<file path="src/rtl/icb_bus_pkg.sv">
// Shared ICB field widths and arbiter constants used across the bus fabric.
package icb_bus_pkg;
  localparam int ADDR_W        = 32;
  localparam int DATA_W        = 32;
  localparam int MASK_W        = 4;
  localparam int ICB_ARB_PORTS = 3;
  localparam int IDX_W         = 2;

  // Next initiator index in round-robin order, wrapping after the last port.
  function automatic logic [IDX_W-1:0] rr_next(input logic [IDX_W-1:0] idx);
    return (idx >= IDX_W'(ICB_ARB_PORTS - 1)) ? '0 : idx + IDX_W'(1);
  endfunction
endpackage

</file>
<file path="src/rtl/fifo_based_on_regs.sv">
// Register-based FIFO; in first-word-fall-through mode the head entry is visible on o_dout.
module fifo_based_on_regs #(
  parameter string fwft_mode        = "true",
  parameter string low_latency_mode = "false",
  parameter int    fifo_depth       = 4,
  parameter int    fifo_data_width  = 2
) (
  input  logic                       clk,
  input  logic                       rst_n,
  input  logic                       i_wen,
  input  logic [fifo_data_width-1:0] i_din,
  output logic                       o_full_n,
  input  logic                       i_ren,
  output logic [fifo_data_width-1:0] o_dout,
  output logic                       o_empty_n
);
  localparam int AW = $clog2(fifo_depth);

  if (fwft_mode != "true" || low_latency_mode != "false") begin : g_bad_mode
    $error("fifo_based_on_regs: only fwft_mode=true, low_latency_mode=false is implemented");
  end

  logic [fifo_data_width-1:0] r_mem [fifo_depth];
  logic [AW-1:0]              r_wr_ptr;
  logic [AW-1:0]              r_rd_ptr;
  logic [AW:0]                r_count;
  logic                       w_wr;
  logic                       w_rd;

  // No write-through: a full FIFO refuses the write even if a read retires this cycle.
  assign w_wr      = i_wen & o_full_n;
  assign w_rd      = i_ren & o_empty_n;
  assign o_full_n  = (r_count != (AW+1)'(fifo_depth));
  assign o_empty_n = (r_count != '0);
  assign o_dout    = r_mem[r_rd_ptr];

  always_ff @(posedge clk) begin
    if (w_wr) r_mem[r_wr_ptr] <= i_din;
  end

  always_ff @(posedge clk or negedge rst_n) begin
    if (!rst_n) begin
      r_wr_ptr <= '0;
      r_rd_ptr <= '0;
      r_count  <= '0;
    end else begin
      if (w_wr) r_wr_ptr <= r_wr_ptr + AW'(1);
      if (w_rd) r_rd_ptr <= r_rd_ptr + AW'(1);
      case ({w_wr, w_rd})
        2'b10:   r_count <= r_count + (AW+1)'(1);
        2'b01:   r_count <= r_count - (AW+1)'(1);
        default: r_count <= r_count;
      endcase
    end
  end
endmodule

</file>
<file path="src/rtl/rr_arb_3.sv">
// Three-way round-robin arbiter with a grant lock that pins the winner while the target stalls.
module rr_arb_3
  import icb_bus_pkg::*;
(
  input  logic                     clk,
  input  logic                     rst_n,
  input  logic [ICB_ARB_PORTS-1:0] i_req,
  input  logic                     i_hs,
  input  logic                     i_stall,
  output logic [IDX_W-1:0]         o_gnt_idx,
  output logic                     o_gnt_vld
);
  logic [IDX_W-1:0] r_prio_ptr;
  logic             r_lock;
  logic [IDX_W-1:0] r_lock_idx;
  logic [IDX_W-1:0] w_cand;
  logic [IDX_W-1:0] w_gnt_idx;
  logic             w_gnt_vld;

  // While locked the grant ignores the request vector entirely.
  always_comb begin
    w_gnt_idx = '0;
    w_gnt_vld = 1'b0;
    w_cand    = r_prio_ptr;
    if (r_lock) begin
      w_gnt_idx = r_lock_idx;
      w_gnt_vld = 1'b1;
    end else begin
      for (int k = 0; k < ICB_ARB_PORTS; k++) begin
        if (!w_gnt_vld && i_req[w_cand]) begin
          w_gnt_idx = w_cand;
          w_gnt_vld = 1'b1;
        end
        w_cand = rr_next(w_cand);
      end
    end
  end

  assign o_gnt_idx = w_gnt_idx;
  assign o_gnt_vld = w_gnt_vld;

  always_ff @(posedge clk or negedge rst_n) begin
    if (!rst_n) begin
      r_prio_ptr <= '0;
      r_lock     <= 1'b0;
      r_lock_idx <= '0;
    end else if (i_hs) begin
      r_prio_ptr <= rr_next(w_gnt_idx);
      r_lock     <= 1'b0;
    end else if (i_stall) begin
      r_lock     <= 1'b1;
      r_lock_idx <= w_gnt_idx;
    end
  end
endmodule

</file>
<file path="src/rtl/icb_3s_to_1m_arb.sv">
// Merges three ICB initiators onto one target port; responses return in order via a route FIFO.
module icb_3s_to_1m_arb
  import icb_bus_pkg::*;
#(
  parameter int outstanding_depth = 4,
  parameter int simulation_delay  = 1
) (
  input  logic              clk,
  input  logic              resetn,
  input  logic [ADDR_W-1:0] s0_icb_cmd_addr,
  input  logic              s0_icb_cmd_read,
  input  logic [DATA_W-1:0] s0_icb_cmd_wdata,
  input  logic [MASK_W-1:0] s0_icb_cmd_wmask,
  input  logic              s0_icb_cmd_valid,
  output logic              s0_icb_cmd_ready,
  output logic [DATA_W-1:0] s0_icb_rsp_rdata,
  output logic              s0_icb_rsp_err,
  output logic              s0_icb_rsp_valid,
  input  logic              s0_icb_rsp_ready,
  input  logic [ADDR_W-1:0] s1_icb_cmd_addr,
  input  logic              s1_icb_cmd_read,
  input  logic [DATA_W-1:0] s1_icb_cmd_wdata,
  input  logic [MASK_W-1:0] s1_icb_cmd_wmask,
  input  logic              s1_icb_cmd_valid,
  output logic              s1_icb_cmd_ready,
  output logic [DATA_W-1:0] s1_icb_rsp_rdata,
  output logic              s1_icb_rsp_err,
  output logic              s1_icb_rsp_valid,
  input  logic              s1_icb_rsp_ready,
  input  logic [ADDR_W-1:0] s2_icb_cmd_addr,
  input  logic              s2_icb_cmd_read,
  input  logic [DATA_W-1:0] s2_icb_cmd_wdata,
  input  logic [MASK_W-1:0] s2_icb_cmd_wmask,
  input  logic              s2_icb_cmd_valid,
  output logic              s2_icb_cmd_ready,
  output logic [DATA_W-1:0] s2_icb_rsp_rdata,
  output logic              s2_icb_rsp_err,
  output logic              s2_icb_rsp_valid,
  input  logic              s2_icb_rsp_ready,
  output logic [ADDR_W-1:0] m_icb_cmd_addr,
  output logic              m_icb_cmd_read,
  output logic [DATA_W-1:0] m_icb_cmd_wdata,
  output logic [MASK_W-1:0] m_icb_cmd_wmask,
  output logic              m_icb_cmd_valid,
  input  logic              m_icb_cmd_ready,
  input  logic [DATA_W-1:0] m_icb_rsp_rdata,
  input  logic              m_icb_rsp_err,
  input  logic              m_icb_rsp_valid,
  output logic              m_icb_rsp_ready
);
  if (outstanding_depth < 2 || (outstanding_depth & (outstanding_depth - 1)) != 0 ||
      simulation_delay < 0) begin : g_bad_param
    $error("icb_3s_to_1m_arb: outstanding_depth must be a power of 2 >= 2");
  end

  // Handshake rule on every channel: a transfer happens in a cycle where valid and ready are both 1.
  logic [ICB_ARB_PORTS-1:0] w_req;
  logic [ADDR_W-1:0]        w_addr  [ICB_ARB_PORTS];
  logic                     w_read  [ICB_ARB_PORTS];
  logic [DATA_W-1:0]        w_wdata [ICB_ARB_PORTS];
  logic [MASK_W-1:0]        w_wmask [ICB_ARB_PORTS];
  logic [IDX_W-1:0]         w_gnt_idx;
  logic                     w_gnt_vld;
  logic                     w_route_full_n;
  logic                     w_route_empty_n;
  logic [IDX_W-1:0]         w_dst;
  logic                     w_cmd_hs;
  logic                     w_stall;
  logic                     w_rsp_hs;
  logic                     w_sel_ready;
  logic                     w_to_s0, w_to_s1, w_to_s2;

  assign w_req      = {s2_icb_cmd_valid, s1_icb_cmd_valid, s0_icb_cmd_valid};
  assign w_addr[0]  = s0_icb_cmd_addr;
  assign w_addr[1]  = s1_icb_cmd_addr;
  assign w_addr[2]  = s2_icb_cmd_addr;
  assign w_read[0]  = s0_icb_cmd_read;
  assign w_read[1]  = s1_icb_cmd_read;
  assign w_read[2]  = s2_icb_cmd_read;
  assign w_wdata[0] = s0_icb_cmd_wdata;
  assign w_wdata[1] = s1_icb_cmd_wdata;
  assign w_wdata[2] = s2_icb_cmd_wdata;
  assign w_wmask[0] = s0_icb_cmd_wmask;
  assign w_wmask[1] = s1_icb_cmd_wmask;
  assign w_wmask[2] = s2_icb_cmd_wmask;

  rr_arb_3 u_arb (
    .clk       (clk),
    .rst_n     (resetn),
    .i_req     (w_req),
    .i_hs      (w_cmd_hs),
    .i_stall   (w_stall),
    .o_gnt_idx (w_gnt_idx),
    .o_gnt_vld (w_gnt_vld)
  );

  always_comb begin
    m_icb_cmd_addr  = '0;
    m_icb_cmd_read  = 1'b0;
    m_icb_cmd_wdata = '0;
    m_icb_cmd_wmask = '0;
    m_icb_cmd_valid = 1'b0;
    if (w_gnt_vld) begin
      m_icb_cmd_addr  = w_addr[w_gnt_idx];
      m_icb_cmd_read  = w_read[w_gnt_idx];
      m_icb_cmd_wdata = w_wdata[w_gnt_idx];
      m_icb_cmd_wmask = w_wmask[w_gnt_idx];
      m_icb_cmd_valid = w_req[w_gnt_idx] & w_route_full_n;
    end
  end

  assign w_cmd_hs         = m_icb_cmd_valid & m_icb_cmd_ready;
  assign w_stall          = m_icb_cmd_valid & ~m_icb_cmd_ready;
  assign w_sel_ready      = w_gnt_vld & w_route_full_n & m_icb_cmd_ready;
  assign s0_icb_cmd_ready = w_sel_ready & (w_gnt_idx == IDX_W'(0));
  assign s1_icb_cmd_ready = w_sel_ready & (w_gnt_idx == IDX_W'(1));
  assign s2_icb_cmd_ready = w_sel_ready & (w_gnt_idx == IDX_W'(2));

  fifo_based_on_regs #(
    .fwft_mode        ("true"),
    .low_latency_mode ("false"),
    .fifo_depth       (outstanding_depth),
    .fifo_data_width  (IDX_W)
  ) u_route_fifo (
    .clk       (clk),
    .rst_n     (resetn),
    .i_wen     (w_cmd_hs),
    .i_din     (w_gnt_idx),
    .o_full_n  (w_route_full_n),
    .i_ren     (w_rsp_hs),
    .o_dout    (w_dst),
    .o_empty_n (w_route_empty_n)
  );

  // An empty route FIFO means any response is stray and is left unacknowledged.
  assign w_to_s0 = w_route_empty_n & (w_dst == IDX_W'(0));
  assign w_to_s1 = w_route_empty_n & (w_dst == IDX_W'(1));
  assign w_to_s2 = w_route_empty_n & (w_dst == IDX_W'(2));

  assign s0_icb_rsp_valid = w_to_s0 & m_icb_rsp_valid;
  assign s1_icb_rsp_valid = w_to_s1 & m_icb_rsp_valid;
  assign s2_icb_rsp_valid = w_to_s2 & m_icb_rsp_valid;
  assign s0_icb_rsp_rdata = w_to_s0 ? m_icb_rsp_rdata : '0;
  assign s1_icb_rsp_rdata = w_to_s1 ? m_icb_rsp_rdata : '0;
  assign s2_icb_rsp_rdata = w_to_s2 ? m_icb_rsp_rdata : '0;
  assign s0_icb_rsp_err   = w_to_s0 & m_icb_rsp_err;
  assign s1_icb_rsp_err   = w_to_s1 & m_icb_rsp_err;
  assign s2_icb_rsp_err   = w_to_s2 & m_icb_rsp_err;

  assign m_icb_rsp_ready = (w_to_s0 & s0_icb_rsp_ready) | (w_to_s1 & s1_icb_rsp_ready) |
                           (w_to_s2 & s2_icb_rsp_ready);
  assign w_rsp_hs        = m_icb_rsp_valid & m_icb_rsp_ready;
endmodule

</file>
<file path="config.mk">
export PLATFORM = sky130hd
export DESIGN_NAME = icb_3s_to_1m_arb
export DESIGN_NICKNAME = d
export VERILOG_FILES = /design/src/rtl/icb_bus_pkg.sv /design/src/rtl/fifo_based_on_regs.sv /design/src/rtl/rr_arb_3.sv /design/src/rtl/icb_3s_to_1m_arb.sv
export SDC_FILE = /design/constraint.sdc
export NUM_CORES = 1
export LEC_CHECK = 0
export CAP_MARGIN = 20
export CORE_AREA = 2 2 165 167
export CTS_BUF_LIST = sky130_fd_sc_hd__clkbuf_4
export DETAILED_ROUTE_END_ITERATION = 12
export DIE_AREA = 0 0 167 169
export GPL_TIMING_DRIVEN = 0
export PLACE_DENSITY = 0.49
export SLEW_MARGIN = 40
export SYNTH_ARGS = -nofsm -noshare
export SYNTH_HDL_FRONTEND = slang
export SYNTH_SLANG_ARGS = --single-unit
</file>
<file path="constraint.sdc">
create_clock -name clk -period 7.99 [get_ports clk]
set_clock_uncertainty 0.1 [all_clocks]
set_input_delay 1.1985 -clock clk [delete_from_list [all_inputs] [get_ports clk]]
set_output_delay 1.1985 -clock clk [all_outputs]
set_load 0.01 [all_outputs]
</file>
# [After elaboration in Yosys (flattened, before gate mapping)]
# Memories as Yosys holds them, arrays and structs flattened.
# Cells that the tools add are included.
# W data, S select, Z words.
[op_classes] add_sub_neg=7 n_lt_le_gt_ge=8 n_eq_ne=7 n_mux=46 bitwise_logic=28 reduce_logical=10
[ops] operator="$mux W32" count=9
[ops] operator="$bmux W32 S2" count=2
[ops] operator="$and A1 B1 Y1" count=23
[ops] operator="$mux W1" count=18
[ops] operator="$mux W2" count=7
[ops] operator="$lt A2 B3 Y1 const B" count=4
[ops] operator="$mux W4" count=3
[ops] operator="$add A2 B1 Y2 const B" count=5
[ops] operator="$bmux W1 S2" count=5
[ops] operator="$bmux W4 S2" count=1
[ops] operator="$eq A2 B1 Y1 const B" count=3
[ops] operator="$eq A2 B2 Y1 const B" count=3
[ops] operator="$ge A2 B2 Y1 const B" count=3
[ops] operator="$pmux W3 S2" count=1
[ops] operator="$logic_not A2 Y1" count=2
[ops] operator="$reduce_bool A2 Y1" count=2
[ops] operator="$add A3 B1 Y3 const B" count=1
[ops] operator="$ge A3 B3 Y1 const B" count=1
[ops] operator="$ne A3 B3 Y1 const B" count=1
[ops] operator="$not A2 Y3" count=1
[ops] operator="$reduce_bool A3 Y1" count=1
[ops] operator="$sub A3 B1 Y3 const B" count=1
[ops] operator="$logic_and A1 B1 Y1" count=2
[ops] operator="$logic_not A1 Y1" count=2
[ops] operator="3 further kinds" count=5
[word_totals] regBits=12 ram_bits=8 input_bits=250 memories=1
[memory_table] memory="u_route_fifo.r_mem" depth=4 word_bits=2 rd=1 rd_clocked_by_memory_dff=0 write_ports=1 line="fifo_based_on_regs.sv:23" rtl="logic [fifo_data_width-1:0] r_mem [fifo_depth];"

# [Longest topological paths before layout]
[logic_depth] ltp_word=20 depth_mapped=12 mapped_depth_nobuf=11

# [Hierarchy]
# Synthesis repeated with hierarchy kept, for this count alone.
[hier_totals] hier_cells=526 hier_area_um2=4106.4
[by_module_without_submodules] module="icb_3s_to_1m_arb" instances=1 cells_per_inst=449 area_per_inst_um2=3113.0
[by_module_without_submodules] module="fifo_based_on_regs" instances=1 cells_per_inst=48 area_per_inst_um2=716.9
[by_module_without_submodules] module="rr_arb_3" instances=1 cells_per_inst=29 area_per_inst_um2=276.5

# [Least setup slack after synthesis]
# Ideal clock, no wire load.
[synth_path] kind="input to output" from="in s1_icb_cmd_valid" to="out s2_icb_cmd_ready" arrival_time_ps=2722 required_ps=6692 setup_slack_ps=3970 stages=5 path_buffers=2 cell_sequence="or4b_1 -> o211ai_2 -> buf_4 -> buf_4 -> nor3b_1"
[synth_between] elab_cells_between_ends=24 classes_between="eq/ne: 1; mux: 16; bitwise: 3; reduce/logical: 4"
[synth_lines] item="start: declaration" line="icb_3s_to_1m_arb.sv:24" rtl="input logic s1_icb_cmd_valid,"
[synth_lines] item="$bmux W1 S2" line="rr_arb_3.sv:30" rtl="if (!w_gnt_vld && i_req[w_cand]) begin"
[synth_lines] item="$mux W1 (implied by the code)" line="rr_arb_3.sv:30"
[synth_lines] item="$mux W1" line="rr_arb_3.sv:30"
[synth_lines] item="$mux W1" line="rr_arb_3.sv:25" rtl="if (r_lock) begin"
[synth_lines] item="$logic_not A1 Y1" line="rr_arb_3.sv:30"
[synth_lines] item="$logic_and A1 B1 Y1" line="rr_arb_3.sv:30"
[synth_lines] item="$mux W1" line="rr_arb_3.sv:30"
[synth_lines] item="$mux W1" line="rr_arb_3.sv:25"
[synth_lines] item="$logic_not A1 Y1" line="rr_arb_3.sv:30"
[synth_lines] item="$logic_and A1 B1 Y1" line="rr_arb_3.sv:30"
[synth_lines] item="$mux W2 *" line="rr_arb_3.sv:30"
[synth_lines] item="$mux W2 *" line="rr_arb_3.sv:25"
[synth_lines] item="via u_arb.o_gnt_idx[1]" line="rr_arb_3.sv:10" rtl="output logic [IDX_W-1:0] o_gnt_idx,"
[synth_lines] item="$eq A2 B2 Y1 *" line="icb_3s_to_1m_arb.sv:117" rtl="assign s2_icb_cmd_ready = w_sel_ready & (w_gnt_idx == IDX_W'(2));"
[synth_lines] item="$and A1 B1 Y1 *" line="icb_3s_to_1m_arb.sv:117"
[synth_lines] item="end: declaration" line="icb_3s_to_1m_arb.sv:35" rtl="output logic s2_icb_cmd_ready,"
# The timed path passes the listed nets; every way through them passes the cells marked *. The select of a mux whose other input is x is not followed.

# [Worst setup path after layout]
[layout_path] from="in s2_icb_cmd_valid" to="out m_icb_cmd_wdata[22]"
[layout_between] elab_chain_len=17 elab_cells_between_ends=25 classes_between="mux: 20; bitwise: 1; reduce/logical: 4"
[layout_rtl] item="start: declaration" line="icb_3s_to_1m_arb.sv:34" rtl="input logic s2_icb_cmd_valid,"
[layout_rtl] item="$bmux W1 S2" line="rr_arb_3.sv:30"
[layout_rtl] item="$mux W1 (implied by the code)" line="rr_arb_3.sv:30"
[layout_rtl] item="$mux W1" line="rr_arb_3.sv:30"
[layout_rtl] item="$mux W1" line="rr_arb_3.sv:25"
[layout_rtl] item="$logic_not A1 Y1" line="rr_arb_3.sv:30"
[layout_rtl] item="$logic_and A1 B1 Y1" line="rr_arb_3.sv:30"
[layout_rtl] item="$mux W1" line="rr_arb_3.sv:30"
[layout_rtl] item="$mux W1" line="rr_arb_3.sv:25"
[layout_rtl] item="$logic_not A1 Y1" line="rr_arb_3.sv:30"
[layout_rtl] item="$logic_and A1 B1 Y1" line="rr_arb_3.sv:30"
[layout_rtl] item="$mux W2" line="rr_arb_3.sv:30"
[layout_rtl] item="$mux W2" line="rr_arb_3.sv:25"
[layout_rtl] item="$not A2 Y3 (implied by the code)" line="icb_3s_to_1m_arb.sv:106" rtl="m_icb_cmd_wdata = w_wdata[w_gnt_idx];"
[layout_rtl] item="$bmux W32 S2" line="icb_3s_to_1m_arb.sv:106"
[layout_rtl] item="$mux W32 (implied by the code) (2 in a row)" line="icb_3s_to_1m_arb.sv:106"
[layout_rtl] item="$mux W32 *" line="icb_3s_to_1m_arb.sv:103" rtl="if (w_gnt_vld) begin"
[layout_rtl] item="end: declaration" line="icb_3s_to_1m_arb.sv:42" rtl="output logic [DATA_W-1:0] m_icb_cmd_wdata,"
# Mark *: on every way between the ends. The rest lies on a longest branch, timed or not. The select of a mux whose other input is x is not followed.

==> results.json <==
{
  "status": "completed",
  "setup_slack_ns": 2.27,
  "clock_latency_ns": 0.30,
  "cts_tree": "yes",
  "wire_per_inst_um": 20.0,
  "portBuffers": 425,
  "grt_pass1_wl_um": 33700,
  "hp-start": "u_route_fifo.r_count[2]",
  "holdPathEnd": "u_route_fifo.r_count[2]",
  "synthesis.nets": 642,
  "cts.repair.resized": 0,
  "hold_path.class": "register to register",
  "vdd_drop_max_mv": 0.151,
  "min_period_over_period": 0.716,
  "r2r_cells": 12,
  "drt-total-wl_um": 23300,
  "crit_top_cell": "clkdlybuf4s50_1",
  "ys_ff_latch": 20,
  "htree_levels": 1,
  "nets": 1072,
  "synth_area_leaders": "mux2i_1 22%, and2_1 19%, o2bb2ai_1 18%, dfrtp_1 9.1%, edfxtp_1 7.3%",
  "slew-limit-headroom": 0.474,
  "p_leak_nw": 2.90,
  "final-hold-violation-count": 0,
  "drc": 0,
  "grt_pass1_vias": 5020,
  "syn_inst": 386,
  "whs_ns": 0.402,
  "synth_edf_count": 8,
  "maxSlewViolCount": 0,
  "crit_path_cell_trace": "clkdlybuf4s50_1, a311oi_2, a22oi_1, o21ai_1, clkbuf_1, buf_2, o2bb2ai_1, clkdlybuf4s50_1",
  "num_rows": 60,
  "fill_cells": 2890,
  "pre_cts_ws_ns": 2.12,
  "path_clk_slew_ns": 0.12,
  "top_layer": "met5",
  "grt.total_usage": 0.158,
  "avgSynthCellArea_um2": 8.54,
  "die_y_um": 169,
  "cpPeakStageDelay_ns": 0.67,
  "yosys_warnings": 0,
  "maxCapViolCount": 0,
  "via_per_inst": 4.06,
  "drt-met1-wl_um": 9000,
  "powerDensity_nw_per_um2": 329,
  "period_minus_slack_ns": 5.72,
  "rsz0062_at_grt": "no",
  "ys_seq_area_frac": 0.164,
  "worstPathRequired_ns": 6.69,
  "startpoint_type": "primary input",
  "hold-path-cell-count": 1,
  "worstSetupEndpointType": "output port",
  "drt_iter0_drc": 143,
  "route.met3.wl_um": 2070,
  "ctsHoldBuffers": 0,
  "syn_to_final_growth_pct": 143,
  "instances_no_fill": 1162,
  "wl_met2_um": 12000,
  "numCtsBuffers": 3,
  "tightestPinTransition_ns": 0.788,
  "overflow": 0,
  "place_congestion": 0.848,
  "netlist_area_um2": 3300,
  "r2r_slack_ns": 4.99,
  "report.final.setup_viol": 0,
  "dieArea_um2": 28200,
  "antenna_found_initial": 9,
  "via_count": 4712,
  "cts-root-buf": "clkbuf_4",
  "fp.dieW_um": 167,
  "clock_sinks": 20,
  "cts_buffer_depth": 2,
  "async_flop_share": 0.600,
  "antenna_left": 0,
  "rr_endpoint": "u_route_fifo.r_count[2]",
  "synth_top_area_share": 0.219,
  "fin_tns_setup_ns": 0,
  "r2r-start": "u_arb.r_lock",
  "start_util": 0.124,
  "dpl.hpwl_um": 20200,
  "dp_cells": 1152,
  "cts_setup_buffers": 0,
  "fmax_mhz": 175,
  "grt_start_max_net_pins": 14,
  "firstDrtPassIters": 4,
  "path_max_fanout": 10,
  "ios": 426,
  "utilization": 0.303,
  "crit_path_top_delay_cell": "clkbuf_1",
  "cp_top_family": "buffers and inverters",
  "critical_path_class": "primary input to output port",
  "yosys.area.top_type": "mux2i_1",
  "drive_above_1_share": 0.0282,
  "arrival_ns": 4.42,
  "synth.distinct_cells": 43,
  "worstPathBufferInverterCount": 4,
  "core_area_um2": 26500,
  "synth_flop_cell": "dfrtp_1"
}
sequential cells by signal, indices dropped and copies added, names as in the netlist:
| name | cells |
|---|---|
| u_route_fifo.r_rd_ptr | 2 |
| u_arb.r_prio_ptr | 2 |
| u_route_fifo.r_wr_ptr | 2 |
| u_arb.r_lock | 1 |
| u_route_fifo.r_count | 3 |
| u_arb.r_lock_idx | 2 |
| u_route_fifo.r_mem | 8 |
cells by family after synthesis:
group           synth area share
compound gates             0.235
xor+xnor                  0.0159
mux                        0.239
fa+ha+maj                 0.0251
simple gates               0.259
buf+inv                   0.0619
flops                      0.164
per-layer routing:
layer  track usage  vias up
li1              -     2281
met1         0.179     2147
met2         0.288      262
met3        0.0493       16
met4        0.0364        6
met5             0        -
cell usage in the layout (no fill, tap or decap), types with 2 or more instances in the layout:
master | Yosys | routed
and3_1 | 7 | 7
diode_2 | 0 | 6
dfrtp_1 | 12 | 12
buf_6 | 3 | 3
o2bb2ai_1 | 69 | 69
nand2_1 | 4 | 4
mux2i_1 | 72 | 72
nand2b_1 | 4 | 4
inv_1 | 11 | 11
mux2_2 | 2 | 2
o21ai_0 | 10 | 10
edfxtp_1 | 8 | 8
nor3_1 | 2 | 2
buf_4 | 2 | 2
clkbuf_4 | 0 | 4
nand3_1 | 2 | 2
a21o_1 | 2 | 2
nor2b_1 | 2 | 2
nor2_1 | 9 | 9
xor2_1 | 3 | 3
xnor2_1 | 3 | 3
clkbuf_1 | 21 | 21
ha_1 | 5 | 5
a21oi_1 | 2 | 2
or3_1 | 3 | 3
and2_1 | 102 | 102
clkdlybuf4s50_1 | 0 | 425
buf_2 | 7 | 7
mux4_2 | 2 | 2
cell usage after synthesis (2+ instances only):
cell type,number
a21o_1,2
buf_2,7
nand3_1,2
dfrtp_1,12
inv_1,11
buf_4,2
and2_1,102
mux4_2,2
or3_1,3
nor2_1,9
nor3_1,2
ha_1,5
and3_1,7
o2bb2ai_1,69
a21oi_1,2
edfxtp_1,8
buf_6,3
nand2_1,4
nand2b_1,4
mux2_2,2
xnor2_1,3
xor2_1,3
nor2b_1,2
clkbuf_1,21
mux2i_1,72
o21ai_0,10
power by group:
part | switching, mW | internal (mW) | leakage [nW] | total (mW)
Sequential | 0.0327 | 0.155 | 0.217 | 0.187
Clock | 0.0322 | 0.0229 | 0.0184 | 0.0550
Combinational | 1.14 | 1.25 | 2.67 | 2.40
Total | 1.21 | 1.43 | 2.90 | 2.64
stage by stage:
stage | area [um2] | power (mW)
after global placement | 7980 | 2.63
final | 8020 | 2.64
after floorplan | 3300 | 1.30
after detailed placement | 7980 | 2.62
after global routing | 8020 | 2.85
after CTS | 8010 | 2.69
layout make-up:
cell class                 count  area (um2)  share of cell area
antenna                        6        15.0             0.00187
multi-input combinational    322        2550               0.318
buffer                        33         163              0.0203
timing repair buffer         425        4250               0.530
sequential                    20         541              0.0674
tap                          341         427              0.0532
inverter                      11        41.3             0.00515
clock buffer                   4        30.0             0.00374
worst max-delay path by stage:
stage,depth (start not counted),start,slack [ns],to
after floorplan,5,s1_icb_cmd_valid,3.97,s2_icb_cmd_ready
after global placement,8,s2_icb_cmd_valid,2.08,m_icb_cmd_wdata[22]
after detailed placement,7,s0_icb_cmd_valid,2.12,m_icb_cmd_wdata[22]
after CTS,7,s0_icb_cmd_valid,2.13,m_icb_cmd_wdata[22]
after global routing,8,s2_icb_cmd_valid,1.99,m_icb_cmd_wdata[22]
final,8,s2_icb_cmd_valid,2.27,m_icb_cmd_wdata[22]
No activity file was read; power rests on OpenSTA's default activity.
